**config.mk**
```make
export PLATFORM = sky130hd
export DESIGN_NAME = joy_serial_multi
export DESIGN_NICKNAME = d
export VERILOG_FILES = /design/src/rtl/joy_serial_multi.sv
export SDC_FILE = /design/constraint.sdc
export NUM_CORES = 1
export LEC_CHECK = 0
export BUFFER_PORTS_ARGS = -buffer_cell sky130_fd_sc_hd__buf_2
export CORE_AREA = 2 2 100 112
export CTS_BUF_LIST = sky130_fd_sc_hd__clkbuf_2
export DETAILED_ROUTE_END_ITERATION = 12
export DIE_AREA = 0 0 102 114
export HOLD_SLACK_MARGIN = 0.02
export PLACE_DENSITY = 0.52
export SKIP_LAST_GASP = 1
export SYNTH_ARGS = -nofsm -noshare
export SYNTH_HDL_FRONTEND = slang
export SYNTH_SLANG_ARGS = --single-unit
```
**constraint.sdc**
```tcl
create_clock -name clk -period 2.3 [get_ports clk]
set_input_delay 0.69 -clock clk [delete_from_list [all_inputs] [get_ports clk]]
set_output_delay 0.69 -clock clk [all_outputs]
set_load 0.03 [all_outputs]
```
**src/rtl/joy_serial_multi.sv**
```systemverilog
// Serial joystick reader for daisy-chained 74HC165-style controller adapters.
// Shifts PLAYERS*BITS bits per frame and applies whole-frame agreement debounce.
module joy_serial_multi #(
    parameter int PLAYERS  = 2,
    parameter int BITS     = 12,
    parameter int CLK_DIV  = 24,
    parameter int DEBOUNCE = 2,
    parameter int INVERT   = 1
) (
    input  logic                    clk,
    input  logic                    reset_n,
    input  logic                    en,
    input  logic                    joy_data,
    output logic                    joy_clk,
    output logic                    joy_load,
    output logic [PLAYERS*BITS-1:0] joystick,
    output logic                    frame_done
);

    localparam int   TOTAL   = PLAYERS * BITS;
    localparam int   IDX_W   = (TOTAL > 1) ? $clog2(TOTAL) : 1;
    localparam int   DIV_W   = (CLK_DIV > 1) ? $clog2(CLK_DIV) : 1;
    localparam int   CNT_W   = $clog2(DEBOUNCE + 1);
    localparam logic INV_BIT = INVERT[0];

    typedef enum logic [2:0] {
        S_IDLE,
        S_LOAD,
        S_SAMPLE,
        S_CLOCK,
        S_DONE
    } state_t;

    state_t             r_state;
    state_t             w_state_next;
    logic               r_armed;
    logic [DIV_W-1:0]   r_div;
    logic [IDX_W-1:0]   r_idx;
    logic [TOTAL-1:0]   r_raw;
    logic [TOTAL-1:0]   r_prev_raw;
    logic [TOTAL-1:0]   r_joy;
    logic [CNT_W-1:0]   r_cnt;
    logic               r_frame_done;
    logic               w_tick;
    logic               w_last;
    logic               w_frame_end;
    logic               w_load;
    logic               w_clk;
    logic [CNT_W-1:0]   w_cnt_new;

    assign w_tick      = (r_div == DIV_W'(CLK_DIV - 1));
    assign w_last      = (r_idx == IDX_W'(TOTAL - 1));
    assign w_frame_end = w_tick && (r_state == S_CLOCK) && w_last;

    always_ff @(posedge clk or negedge reset_n) begin
        if (!reset_n) begin
            r_div <= '0;
        end else if (w_tick) begin
            r_div <= '0;
        end else begin
            r_div <= r_div + 1'b1;
        end
    end

    // Out of reset the FSM sits in LOAD but keeps joy_load high until the
    // first tick arms it, so the load pulse is always one full tick wide.
    always_comb begin
        w_state_next = r_state;
        w_load       = 1'b1;
        w_clk        = 1'b0;
        case (r_state)
            S_IDLE: begin
                if (w_tick && en) w_state_next = S_LOAD;
            end
            S_LOAD: begin
                w_load = !r_armed;
                if (w_tick) begin
                    if (r_armed)  w_state_next = S_SAMPLE;
                    else if (!en) w_state_next = S_IDLE;
                end
            end
            S_SAMPLE: begin
                if (w_tick) w_state_next = S_CLOCK;
            end
            S_CLOCK: begin
                w_clk = 1'b1;
                if (w_tick) w_state_next = w_last ? S_DONE : S_SAMPLE;
            end
            S_DONE: begin
                if (w_tick) w_state_next = en ? S_LOAD : S_IDLE;
            end
            default: w_state_next = S_IDLE;
        endcase
    end

    always_comb begin
        w_cnt_new = CNT_W'(1);
        if (r_raw == r_prev_raw) begin
            w_cnt_new = (r_cnt >= CNT_W'(DEBOUNCE)) ? CNT_W'(DEBOUNCE) : r_cnt + 1'b1;
        end
    end

    always_ff @(posedge clk or negedge reset_n) begin
        if (!reset_n) begin
            r_state      <= S_LOAD;
            r_armed      <= 1'b0;
            r_idx        <= '0;
            r_raw        <= '0;
            r_prev_raw   <= '0;
            r_joy        <= '0;
            r_cnt        <= '0;
            r_frame_done <= 1'b0;
        end else begin
            r_state      <= w_state_next;
            r_frame_done <= w_frame_end;
            if (w_tick) begin
                r_armed <= 1'b1;
                case (r_state)
                    S_LOAD:   r_idx <= '0;
                    S_SAMPLE: r_raw[r_idx] <= joy_data ^ INV_BIT;
                    S_CLOCK:  r_idx <= w_last ? '0 : r_idx + 1'b1;
                    default:  ;
                endcase
            end
            // Debounce lands with frame_done: the last bit was stored one tick earlier.
            if (w_frame_end) begin
                r_prev_raw <= r_raw;
                r_cnt      <= w_cnt_new;
                if (w_cnt_new >= CNT_W'(DEBOUNCE)) r_joy <= r_raw;
            end
        end
    end

    assign joy_load   = w_load;
    assign joy_clk    = w_clk;
    assign joystick   = r_joy;
    assign frame_done = r_frame_done;

endmodule

```
==> results.md, run 1 <==
- Status: finished clean
- DRC: 0
- Post-detail-place hpwl: 5500 µm
- DR pass1 iterations: 4
- CORE AREA: 10600 µm²
- Pleak: 2.28 nW
- Vias in the first global route: 2529
- CTS sink count: 89
- Syn_nets: 333
- Max VDD drop: 0.227 mV
- Initial core utilization: 38.0%
- Slew Limit Fails: 0
- Placer congestion estimate: 0.749
- Initial antenna violation count: 0
- Largest net degree at the start of global routing: 43
- Most frequent cells in the layout: dfrtp_1 (88), nand2_1 (31), mux2_2 (30)
- GRT Total Usage: 15.2%
- Final wirelength: 8180 µm
- CTS Buf Count: 9
- Final setup violation count: 0
- Main flop type after synthesis: dfrtp_1
- Register area share after synthesis: 55.3%
- Pin slew with the least headroom to its limit: 0.566 ns
- #FFs+latches synth: 89
- Worst setup SP type: flop
- CP max FO: 3
- Commonest non-fill, non-tap cell in the layout: dfrtp_1
- Mapped cell area: 4030 µm²
- Inst Count DP: 508
- Pre-CTS WS: 0.109 ns
- Post-Place Cell Area: 4450 µm²
- Die area: 11600 µm²
- I/O Pins: 31
- Clk buf depth: 2
- Die W: 102 µm
- WL/cell: 15.4 µm
- CTS tree: yes
- Design area: 4680 µm²
- Setup Skew: 0.0393 ns
- PwrDens: 530 nW/µm²
- Layout Area Growth over Synthesis: 16.1%
- Starting DRT DRC Count: 92
- Worst skew pair latency: 0.57 ns
- Grt ovf: 0
- Hold buffer count at cts: 0
- Final non-filler cell total: 531
- CP arrival: 1.52 ns
- Clk pin slew, worst setup/hold paths: 0.27 ns
- CP endpoint kind: primary output
- CTS Root Cell: clkbuf_2
- FP Rows: 40
- Final setup margin: 0.0910 ns
- Hold Violations, Final: 0
- Filler Cell Count: 1056
- Ant diodes: 0
- Max-slew headroom: 62.3%
- Max-cap viol count: 0
- Share of cells above drive strength 1: 35.7%
- Number of synthesized flops with an enable pin: 0
- CP Class: flop to primary output
- Yosys warns: 0
- # port buffers: 30
- Async SR Flop Fraction: 100%
- Avg Synthesized Cell Area: 12.4 µm²
- Antenna viol nets, final: 0
- Mapped Cells: 324
- RSZ-0062 raised after global routing: yes
- Synth unique cells: 42
- Worst min-delay path class: input pin to asynchronous set/reset pin
- Chip Height: 114 µm
- First-pass GRT wire length: 13500 µm
- Minimum clock period: 2.21 ns
- Final net count: 388
- Worst EP required: 1.61 ns
- H-Tree Depth: 3
- Maximum clock frequency: 453 MHz
- Via count: 2608
- Period utilization: 96.0%
- Via density: 4.91
## layer usage
layer,track usage (%),vias to the layer above,wire length (µm)
met1,21.7,1305,4010
met5,0,-,0
met3,3.49,9,267
met2,22.9,43,3800
met4,5.07,0,105
li1,-,1251,-
## timing repair
item / in CTS / in global routing
setup endpoints to repair: 2 / 25
pin swaps: 0 / 2
gates resized for setup: 8 / 9
buffers inserted: 3 / 4
## state kept, by name (all words and copies together), names as in the netlist
| register | count |
|---|---|
| r_div | 5 |
| r_state | 3 |
| r_idx | 5 |
| r_cnt | 2 |
| r_prev_raw | 24 |
| joystick | 24 |
| r_raw | 24 |
| frame_done | 1 |
| r_armed | 1 |
## per-stage QoR
stage	util (%)	setup TNS, ns	power (mW)	hold WS, ns
after floorplan	-	0	1.62	0.394
after detailed placement	42.0	0	1.67	0.456
after global placement	42.0	0	1.67	0.446
final	44.1	0	2.48	0.0690
after CTS	43.4	0	2.50	0.0441
after global routing	44.1	-0.0673	2.59	0.0399
## path summary, 6_finish.rpt
kind / slack [ns] / startpoint / end / cells past startpoint
worst max-delay path: 0.09 / r_state[0]$_DFFE_PN1P_ / joy_load / 4
worst min-delay path: 0.07 / reset_n / joystick[18]$_DFFE_PN0P_ / 1
worst max register to register: 0.15 / r_prev_raw[4]$_DFFE_PN0P_ / joystick[12]$_DFFE_PN0P_ / 7
worst min register to register: 0.48 / r_div[0]$_DFF_PN0_ / r_div[0]$_DFF_PN0_ / 1
max in group asynchronous: 1.60 / reset_n / frame_done$_DFF_PN0_ / 2
min in group clk: 0.34 / en / r_state[0]$_DFFE_PN1P_ / 3
## critical path: stages, from the launching register on
cell and delay (ns):
dfstp_2 0.62, inv_4 0.05, nor2_4 0.07, nand3b_1 0.09, buf_6 0.15
## cells in the mapped netlist (all sizes together) (2+ instances only)
master	n	share of area, %
a21oi	16	2.0
a31oi	10	1.6
and2	2	0.31
and4	5	1.1
buf	11	2.5
clkbuf	4	0.37
dfrtp	88	55
ha	5	1.6
inv	8	0.75
mux2	48	15
nand2	33	3.3
nand2b	2	0.31
nand3	6	0.75
nand4	6	0.93
nand4b	2	0.96
nor2	14	1.3
nor3	5	1.2
nor3b	2	0.37
nor4	2	0.31
o21ai	17	2.1
xnor2	21	4.6
xor2	5	1.1
## cell families after synthesis
kind of cell / count (synthesis) / share of synthesized area (%)
flops: 89 / 55.3
simple gates: 84 / 11.8
compound gates: 49 / 6.92
mux: 48 / 15.1
xor+xnor: 26 / 5.65
buf+inv: 23 / 3.66
fa+ha+maj: 5 / 1.55
## power by group
group          total [mW]  switching [mW]  internal (mW)  leakage (nW)
Sequential           1.57         0.00184           1.57          1.10
Combinational      0.0847          0.0591         0.0256          1.11
Clock               0.820           0.559          0.261        0.0738
## layout make-up
class	count	area (µm²)	share of cell area, %
clock buffer	10	50.0	1.07
clock inverter	6	67.6	1.44
inverter	8	37.5	0.802
multi-input combinational	212	1690	36.1
sequential	89	2230	47.6
tap	147	184	3.93
timing repair buffer	59	424	9.07
(Power assumes the default switching activity.)
==> inputs of run 2 (changes only) <==
Settings changed: CORE_AREA 2 2 100 112 to 2 2 135 84, DIE_AREA 0 0 102 114 to 0 0 137 86, MAX_ROUTING_LAYER set to met4, PLACE_DENSITY 0.52 to 0.63.
==> run 2 against run 1 <==
  * Maximum frequency is 4.4% lower
  * Sequential share of layout area is 0.26 points higher
  * Critical endpoint is now r_idx[3]$_DFFE_PN0P_
  * Core utilization is 0.48 points higher
  * Hold slack better by 0.31 ns
  * Highest routed layer unchanged
  * Non-clock buffer count is 5 higher
  * Total power is 7.1% lower
  * Combinational power is 11% higher
  * The run now ends with negative setup slack left
  * Critical path depth is 9 higher
  * Flip-flop and latch count stayed put
  * Register-to-register slack worse by 0.16 ns
  * Cell area is 0.43% lower
==> results.md, run 2 (synthesis gave the netlist of run 1 again) <==
- Clock Power Share: 27.6% (was 33.1%)
- CP dominant cell by count: buf_4
- Worst EP required: 2.78 ns (was 1.61 ns)
- RSZ-0062 raised after global routing: yes (unchanged)
- CP Class: flop to flop (was flop to primary output)
- Max-cap viol count: 0 (unchanged)
- CORE AREA: 10500 µm² (was 10600 µm²)
- DR pass1 iterations: 5 (was 4)
- Initial antenna violation count: 0 (unchanged)
- Final setup violation count: 1 (was 0)
- Worst Path Buf+Inv: 9 (was 2)
- Via count: 2656 (was 2608)
- Seq pwr share: 68.3% (was 63.5%)
- Sw Share: 24.4% (was 25.0%)
- Min-delay src: en
- Reg2Reg Depth: 13 (was 7)
- Die W: 137 µm (was 102 µm)
- Slew Limit Fails: 0 (unchanged)
- Pleak: 2.28 nW (about the same)
- Max incr delay on CP: 0.63 ns (was 0.62 ns)
- Setup Skew: 0.0248 ns (was 0.0393 ns)
- Clk buf depth: 2 (unchanged)
- Comb power frac: 4.1% (was 3.4%)
- WL/cell: 16.1 µm (was 15.4 µm)
- Die area: 11800 µm² (was 11600 µm²)
- First-pass GRT wire length: 14200 µm (was 13500 µm)
- Antenna viol nets, final: 0 (unchanged)
- Starting DRT DRC Count: 184 (was 92)
- Worst min-delay path class: input pin to flop (was input pin to asynchronous set/reset pin)
- H-Tree Depth: 3 (unchanged)
- Worst hold path stage count: 3
- Critical path, cell by cell: inv_4 -> nor2_4 -> buf_4 -> buf_4 -> buf_4 -> buf_4 -> buf_4 -> buf_4 -> buf_4 -> buf_4 -> nand2_4 -> or4_1 -> nand3_1 (was inv_4 -> nor2_4 -> nand3b_1 -> buf_6)
- Clk pin slew, worst setup/hold paths: 0.22 ns (was 0.27 ns)
- # port buffers: 30 (unchanged)
- Share of cells above drive strength 1: 35.7% (about the same)
- DRC: 0 (unchanged)
- Maximum clock frequency: 433 MHz (was 453 MHz)
- CP endpoint kind: flop (was primary output)
- Status: finished, violations left (was finished clean)
- Max-slew headroom: 62.3% (about the same)
- I/O Pins: 31 (unchanged)
- CTS Buf Count: 9 (unchanged)
- Final wirelength: 8520 µm (was 8180 µm)
- CTS tree: yes (unchanged)
- Most frequent cells in the layout: dfrtp_1 (86), nand2_1 (31), mux2_2 (30), buf_4 (30), buf_2 (27) (was dfrtp_1 (88), nand2_1 (31), mux2_2 (30))
- GRT Total Usage: 16.3% (was 15.2%)
- Post-detail-place hpwl: 5740 µm (was 5500 µm)
- Worst skew pair latency: 0.53 ns (was 0.57 ns)
- Largest net degree at the start of global routing: 37 (was 43)
- Via density: 5.03 (was 4.91)
- FF-to-FF End: r_idx[3]$_DFFE_PN0P_ (was joystick[12]$_DFFE_PN0P_)
- Grt ovf: 0 (unchanged)
- PwrDens: 494 nW/µm² (was 530 nW/µm²)
- CP max FO: 7 (was 3)
- Final setup margin: -0.0101 ns (was 0.0910 ns)
- Chip Height: 86 µm (was 114 µm)
- CTS sink count: 89 (unchanged)
- FF-to-FF Start: r_state[0]$_DFFE_PN1P_ (was r_prev_raw[4]$_DFFE_PN0P_)
- Vias in the first global route: 2630 (was 2529)
- Pin slew with the least headroom to its limit: 0.561 ns (was 0.566 ns)
- Placer congestion estimate: 0.809 (was 0.749)
- Hold-critical path endpoint: r_state[0]$_DFFE_PN1P_
- Layout Area Growth over Synthesis: 15.6% (was 16.1%)
- Int Pwr: 1.74 mW (was 1.86 mW)
- Final net count: 393 (was 388)
- Ant diodes: 0 (unchanged)
- Max VDD drop: 0.296 mV (was 0.227 mV)
- Hold Violations, Final: 0 (unchanged)
- Minimum clock period: 2.31 ns (was 2.21 ns)
- Initial core utilization: 38.6% (was 38.0%)
- Commonest non-fill, non-tap cell in the layout: dfrtp_1 (unchanged)
- FP Rows: 29 (was 40)
- Period utilization: 100% (was 96.0%)
- Pre-CTS WS: 0.158 ns (was 0.109 ns)
- CP max-delay cell: dfstp_2 (unchanged)
- Final core occ: 44.6% (was 44.1%)
- CP delay by family, top: buffers and inverters (was flip-flops)
- Worst setup SP type: flop (unchanged)
- R2R setup slack: -0.01 ns (was 0.15 ns)
- CTS Root Cell: clkbuf_2 (unchanged)
- CP arrival: 2.79 ns (was 1.52 ns)
- Switching power: 0.562 mW (was 0.620 mW)
- Failing checks: negative setup slack
run 2: cell count changes in the layout (fill, tap and decap cells not counted), sizes merged:
cell	before	now
buf	59	63
dlygate4sd3	0	1
clkinv	3	4
inv	9	8
clkbuf	10	11
bufinv	1	0
run 2: power by group through the flow:
stage	combinational [mW]	clock, mW	sequential [mW]
2_1_floorplan	0.0209	0	1.60
3_3_place_gp	0.0702	0	1.60
3_5_place_dp	0.0712	0	1.60
4_1_cts	0.0930	0.669	1.57
5_1_grt	0.106	0.727	1.57
6_report	0.0944	0.635	1.57
run 2: routing by layer:
metal | track usage, % | share of wire [%]
met5 | - | 0
met4 | 3.75 | 1.2
met3 | 4.79 | 4.4
met2 | 21.0 | 41
met1 | 24.7 | 54
run 2: worst max-delay path by stage:
stage	start	end	slack (ns)	depth (start not counted)
after floorplan	r_idx[0]$_DFFE_PN0P_	joystick[10]$_DFFE_PN0P_	0.41	7
after global placement	r_raw[19]$_DFFE_PN0P_	joystick[2]$_DFFE_PN0P_	0.16	7
after detailed placement	r_idx[0]$_DFFE_PN0P_	joystick[2]$_DFFE_PN0P_	0.16	6
after CTS	r_state[0]$_DFFE_PN1P_	joy_clk	-0.01	4
after global routing	r_state[0]$_DFFE_PN1P_	r_idx[3]$_DFFE_PN0P_	-0.07	13
final	r_state[0]$_DFFE_PN1P_	r_idx[3]$_DFFE_PN0P_	-0.01	13
run 2: area by class of cell:
type | instances | area [µm²]
Clock buffer | 11 | 55.1
Tap cell | 139 | 174
Inverter | 8 | 35.0
Clock inverter | 5 | 22.5
Multi-Input combinational cell | 212 | 1690
Timing Repair Buffer | 64 | 455
Fill cell | 984 | 5790
Sequential cell | 89 | 2230
run 2: tightest hold or removal path, stage by stage:
cell,delay (ns)
buf_2,0.10
inv_1,0.06
o32ai_1,0.09
run 2: timing repair:
action                     4_1_cts  5_1_grt
setup buffers                   12        3
gates resized for setup         11        8
pin swaps                        2        1
hold buffers                     1        0
setup endpoints to repair        2       14
cloned                           0        0
hold endpoints to repair        17        0
run 2: through the flow:
stage | instances | hold WS [ns] | TNS, ns | power (mW) | area [µm²]
2_1_floorplan | 324 | 0.394 | 0 | 1.62 | 4030
3_3_place_gp | 496 | 0.445 | 0 | 1.67 | 4400
3_5_place_dp | 496 | 0.455 | 0 | 1.67 | 4400
4_1_cts | 525 | 0.301 | -0.0176 | 2.33 | 4610
5_1_grt | 528 | 0.327 | -0.299 | 2.41 | 4660
6_report | 528 | 0.378 | -0.0101 | 2.30 | 4660
